### src/rtl/div_pkg.sv
// div_pkg: shared FSM states, default width and error constants for the divider
package div_pkg;
    localparam int DIV_W = 16;
    localparam logic [DIV_W-1:0] ERR_QUOTIENT = '1;
    typedef enum logic [1:0] {IDLE = 2'd0, CALC = 2'd1, DONE = 2'd2} state_t;
endpackage

### src/rtl/div_step.sv
// div_step: one combinational restoring-division iteration
module div_step
    import div_pkg::*;
#(
    parameter int W = DIV_W
) (
    input  logic [W-1:0] p,
    input  logic         q_msb,
    input  logic [W-1:0] d,
    output logic [W-1:0] p_next,
    output logic         qbit
);
    logic [W:0] t;
    logic [W:0] diff;
    // shift in the next dividend bit and subtract when the divisor fits; P<D keeps T below 2D
    always_comb begin
        t      = {p, q_msb};
        diff   = t - {1'b0, d};
        qbit   = t >= {1'b0, d};
        p_next = qbit ? diff[W-1:0] : t[W-1:0];
    end
endmodule

### src/rtl/seq_divider.sv
// seq_divider: multi-cycle unsigned restoring divider, 2W/W -> W quotient and W remainder
module seq_divider
    import div_pkg::*;
#(
    parameter int W = DIV_W
) (
    input  logic           clk,
    input  logic           rst_n,
    input  logic           in_valid,
    output logic           in_ready,
    input  logic [2*W-1:0] dividend,
    input  logic [W-1:0]   divisor,
    output logic           out_valid,
    input  logic           out_ready,
    output logic [W-1:0]   quotient,
    output logic [W-1:0]   remainder,
    output logic           err
);
    localparam int CW = $clog2(W) + 1;
    state_t state, state_nx;
    logic [CW-1:0] cnt;
    logic [W-1:0] p, q, d, p_next;
    logic qbit, op_err, last;
    div_step #(.W(W)) u_step (
        .p      (p),
        .q_msb  (q[W-1]),
        .d      (d),
        .p_next (p_next),
        .qbit   (qbit)
    );
    // next state, handshake outputs and the accept-time error check
    always_comb begin
        op_err    = divisor == '0 || dividend[2*W-1:W] >= divisor;
        last      = cnt == CW'(W - 1);
        in_ready  = state == IDLE;
        out_valid = state == DONE;
        state_nx  = state;
        case (state)
            IDLE:    state_nx = in_valid ? (op_err ? DONE : CALC) : IDLE;
            CALC:    state_nx = last ? DONE : CALC;
            DONE:    state_nx = out_ready ? IDLE : DONE;
            default: state_nx = IDLE;
        endcase
    end
    // state register
    always_ff @(posedge clk or negedge rst_n) begin
        if (!rst_n) state <= IDLE;
        else        state <= state_nx;
    end
    // operand capture, iteration and result registers
    always_ff @(posedge clk or negedge rst_n) begin
        if (!rst_n) begin
            p         <= '0;
            q         <= '0;
            d         <= '0;
            cnt       <= '0;
            quotient  <= '0;
            remainder <= '0;
            err       <= 1'b0;
        end else if (state == IDLE && in_valid) begin
            p   <= dividend[2*W-1:W];
            q   <= dividend[W-1:0];
            d   <= divisor;
            cnt <= '0;
            if (op_err) begin
                quotient  <= {W{ERR_QUOTIENT[0]}};
                remainder <= dividend[W-1:0];
                err       <= 1'b1;
            end
        end else if (state == CALC) begin
            p   <= p_next;
            q   <= {q[W-2:0], qbit};
            cnt <= cnt + 1'b1;
            if (last) begin
                quotient  <= {q[W-2:0], qbit};
                remainder <= p_next;
                err       <= 1'b0;
            end
        end
    end
endmodule

### config.mk
export PLATFORM = sky130hd
export DESIGN_NAME = seq_divider
export DESIGN_NICKNAME = d
export VERILOG_FILES = /design/src/rtl/div_pkg.sv /design/src/rtl/div_step.sv /design/src/rtl/seq_divider.sv
export SDC_FILE = /design/constraint.sdc
export NUM_CORES = 1
export LEC_CHECK = 0
export ABC_AREA = 1
export BUFFER_PORTS_ARGS = -buffer_cell sky130_fd_sc_hd__buf_2
export CORE_MARGIN = 3
export CORE_UTILIZATION = 59
export CTS_BUF_LIST = sky130_fd_sc_hd__clkbuf_8
export DETAILED_ROUTE_END_ITERATION = 8
export PLACE_DENSITY = 0.87
export SKIP_LAST_GASP = 1
export SYNTH_ARGS = -nofsm -noshare
export SYNTH_HDL_FRONTEND = slang
export SYNTH_SLANG_ARGS = --single-unit
export TNS_END_PERCENT = 100
### constraint.sdc
create_clock -name clk -period 2.6 [get_ports clk]
set_clock_uncertainty 0.1 [all_clocks]
set_input_delay 0.52 -clock clk [delete_from_list [all_inputs] [get_ports clk]]
set_output_delay 0.52 -clock clk [all_outputs]
set_load 0.02 [all_outputs]
==> impl_summary.txt <==
----------------------------------------------------
[Run status]
  Run status ... complete, no violations

[Yosys]
  Post-synth ARST share ... 100%
  Post-synth design cell area ... approximately 5700 um^2
  Top cell type's share of synthesized area ... roughly two fifths
  Post-synthesis register bit count ... ~90
  Main area contributors after synthesis ... dfrtp_1 39%, nand2_1 17%, ha_1 7.5%, inv_1 6.9%, nand3_1 6.8%
  Proportion of synthesized chip area in sequential cells ... between 30% and 40%
  Yosys warns ... 0
  Net count after synthesis ... 850
  Cells after synthesis ... about 760
  Top flip-flop cell by instance count after synthesis ... dfrtp_1
  Cell variety after synth ... 36
  Post-synthesis average cell area ... around 7.5 um^2
  Synth area leader ... dfrtp_1
  Count of flip-flops with a built-in enable after synthesis ... 0

[Power]
  Total Power Consumption ... ~9.1 mW
  Int Pwr ... 4.30 mW
  Combinational share of power ... between 60 and 70%
  Clock share of power ... between 10 and 15%
  Worst vdd ir ... approximately 0.78 mV
  Switching power of the nets ... 4.79 mW
  Switching power as a share of total power ... 52.7%
  Leakage dissipation ... 3.60 nW
  Portion of total power attributed to sequential cells ... about a quarter
  Power density cells ... roughly 1400 nW/um^2

[Placed design]
  Detailed Place HPWL ... roughly 12000 um
  Minimum setup slack after placement ... roughly 0.12 ns
  Port Buffers ... 86
  Routability-driven placement congestion ratio ... 1.00

[Drt]
  Detailed Routing Iterations Pass 1 ... 5
  Met1 wire length ... around 6500 um
  Final wirelength ... ~15000 um
  Routed length on met2 ... just over 7000 um
  Number of routed nets with antenna violations ... 0
  DRT iter0 DRCs ... between 400 and 500
  Routed length per instance ... roughly 16 um
  Total number of vias ... ~5500
  Number of DRC violations after detailed routing ... 0
  Via/cell ratio ... 5.61
  Highest metal layer used by the detailed router ... met4
  Met3 routed WL ... 1250 um

[Critical path]
  Biggest fanout along the worst timing path ... 16
  Depth of the most critical reg-to-reg path ... 11
  Critical Setup Path Class ... register to register
  Crit path required time ... between 2 and 3 ns
  Crit start category ... register
  Capturing element type of the critical path ... register
  Signal arrival time at the worst endpoint ... around 2.5 ns

[Die]
  Number of top-level pins ... between 80 and 90
  Y dimension of the die ... between 100 and 150 um
  Initial Util ... between 60% and 70%
  Std cell rows ... 35
  Full die area ... approximately 11000 um^2
  Area of the core ... roughly 9300 um^2
  Width of the chip ... roughly 100 um

[CTS]
  Clock root buffer ... clkbuf_8
  PostCTS Resize Cnt ... 0
  Skew-Pair Late Insertion Delay ... between 0.3 and 0.4 ns
  TritonCTS clock tree ... built
  CTS sink cnt ... 88
  H-tree depth reported by CTS ... 3
  Number of buffers inserted during clock tree synthesis ... 9
  Max Buffers Root-to-Sink ... 2
  Number of buffers inserted to repair setup after CTS ... 0
  Clock-pin transition on the worst setup and hold timing paths ... ~0.10 ns

[Timing]
  Fin Setup TNS ... 0 ns
  Worst-Margin Slew ... 0.725 ns
  Slew Limit Fails ... 0
  Tmin final ... around 2.4 ns
  Final clock period utilization by the worst path ... ~92%
  RSZ-0062 raised after global routing ... false
  Worst relative slew slack ... roughly half
  Final setup margin ... around 0.2 ns
  Final-report hold violation count ... 0
  Final-layout worst hold slack ... between 0.2 and 0.3 ns
  Final count of negative-setup-slack endpoints ... 0
  Fmax achieved ... about 0.42 GHz

[Global route]
  Global-route wire length before repair ... roughly 26000 um
  Leftover overflow at the end of global routing ... 0
  Number of global-route vias before repair ... between 5000 and 6000
  Number of antenna violations at the first check in global routing ... 0
  Global-route usage over all layers ... between 20 and 30%
  Pin count of the biggest net entering global routing ... between 60 and 70

[Final layout]
  Filler Cells Inserted ... 775
  Number of diodes added for antenna fixing ... 0
  Number of nets in the final layout ... about 930
  Final design utilization ... 69.2%
  Layout overhead on the synthesized area ... 13.0%
  Share of cells above drive strength 1 ... between 10% and 20%

[Hold path]
  Path type of the worst min-delay path ... input port to register
  Worst Hold Depth ... 2

[Job]
  Number of max-cap violations ... 0

----------------------------------------------------
## registers in the layout, summed over array words and instances (netlist names)
register,cells
p,16
quotient,16
d,16
err,1
remainder,16
state,2
cnt,5
q,16
## worst max-delay path, stage by stage (launching register included)
cell and delay, ns:
dfrtp_1 0.45, ha_1 0.42, nand2_2 0.13, inv_2 0.04, nand2_1 0.07, nand2_2 0.07
a21oi_4 0.18, nand4_4 0.33, nand3_1 0.26, nand2_1 0.07, nand2_1 0.06, nand3_1 0.08
## kinds of logic (layout without fill, tap and decap cells)
logic type	Yosys count	in the layout	synth area share (%)
adder cells (fa/ha/maj)	35	35	7.83
AND/OR/NAND/NOR	419	419	33.6
AO/OA/AOI/OAI	71	71	8.40
XOR/XNOR	7	7	1.08
buffers and inverters	143	226	10.4
flip-flops	88	88	38.7
## routing by layer
layer | GRT usage, % | up-vias
li1 | - | 2600
met1 | 38.5 | 2542
met2 | 46.0 | 272
met3 | 6.08 | 51
met4 | 10.9 | 0
met5 | 0 | -
## synth_stat cells, types with 5 or more instances
master    count
o221ai_1     16
inv_1       104
o21ai_0      22
a21oi_1      11
dfrtp_1      88
nor2_1       28
ha_1         34
o211ai_1     16
nand3_1      77
nand3_2      19
clkbuf_1     14
buf_2         8
xor2_1        5
nand4_1       7
inv_2        10
nand2_1     260
nand2_2      13
## path summary, 6_finish.rpt
kind	to	startpoint	slack, ns
min reg2reg	err	err	0.40
min in group asynchronous	d[1]	rst_n	0.52
max	p[15]	p[10]	0.20
min	state[1]	out_ready	0.26
max in group asynchronous	q[8]	rst_n	1.21
max reg2reg	p[15]	p[10]	0.20
## final cells by class
type / instances / area (um^2) / share of cell area, %
Sequential cell: 88 / 2200 / 34.3
Tap cell: 129 / 161 / 2.51
Multi-Input combinational cell: 532 / 2900 / 45.1
Timing Repair Buffer: 95 / 541 / 8.41
Clock inverter: 7 / 71.3 / 1.11
Clock buffer: 9 / 124 / 1.93
Inverter: 115 / 433 / 6.73
## cells in the final DEF (no fill, tap or decap), types with 4 or more instances in the layout
| cell | netlist | routed |
|---|---|---|
| nor2_1 | 28 | 28 |
| inv_1 | 104 | 104 |
| clkbuf_8 | 0 | 9 |
| ha_1 | 34 | 34 |
| dfrtp_1 | 88 | 88 |
| buf_2 | 8 | 85 |
| nand3_2 | 19 | 19 |
| inv_2 | 10 | 10 |
| o211ai_1 | 16 | 16 |
| xor2_1 | 5 | 5 |
| nand4_1 | 7 | 7 |
| a21oi_1 | 11 | 11 |
| buf_4 | 3 | 6 |
| nor3_1 | 4 | 4 |
| nand2_2 | 13 | 14 |
| nand3_1 | 77 | 77 |
| nand2_1 | 260 | 259 |
| o221ai_1 | 16 | 16 |
| o21ai_0 | 22 | 22 |
## what timing repair did
| item | 4_1_cts | 5_1_grt |
|---|---|---|
| endpoints found under the setup margin | 0 | 0 |
| hold buffers | 1 | 0 |
| hold endpoints to repair | 9 | 0 |
## power groups by stage
stage               combinational [mW]  sequential (mW)  clock, mW
floorplan                         4.32             2.35          0
CTS                               5.78             2.28      0.933
global placement                  5.54             2.29          0
detailed placement                5.73             2.31          0
finish                            5.85             2.30      0.936
global route                      6.56             2.35      0.993
## stage by stage
stage | cell area [um^2] | cells
6_report | 6430 | 975
5_1_grt | 6430 | 975
4_1_cts | 6430 | 975
3_5_place_dp | 6220 | 958
3_3_place_gp | 6220 | 958
2_1_floorplan | 5690 | 763
No activity file was read; power rests on OpenSTA's default activity.
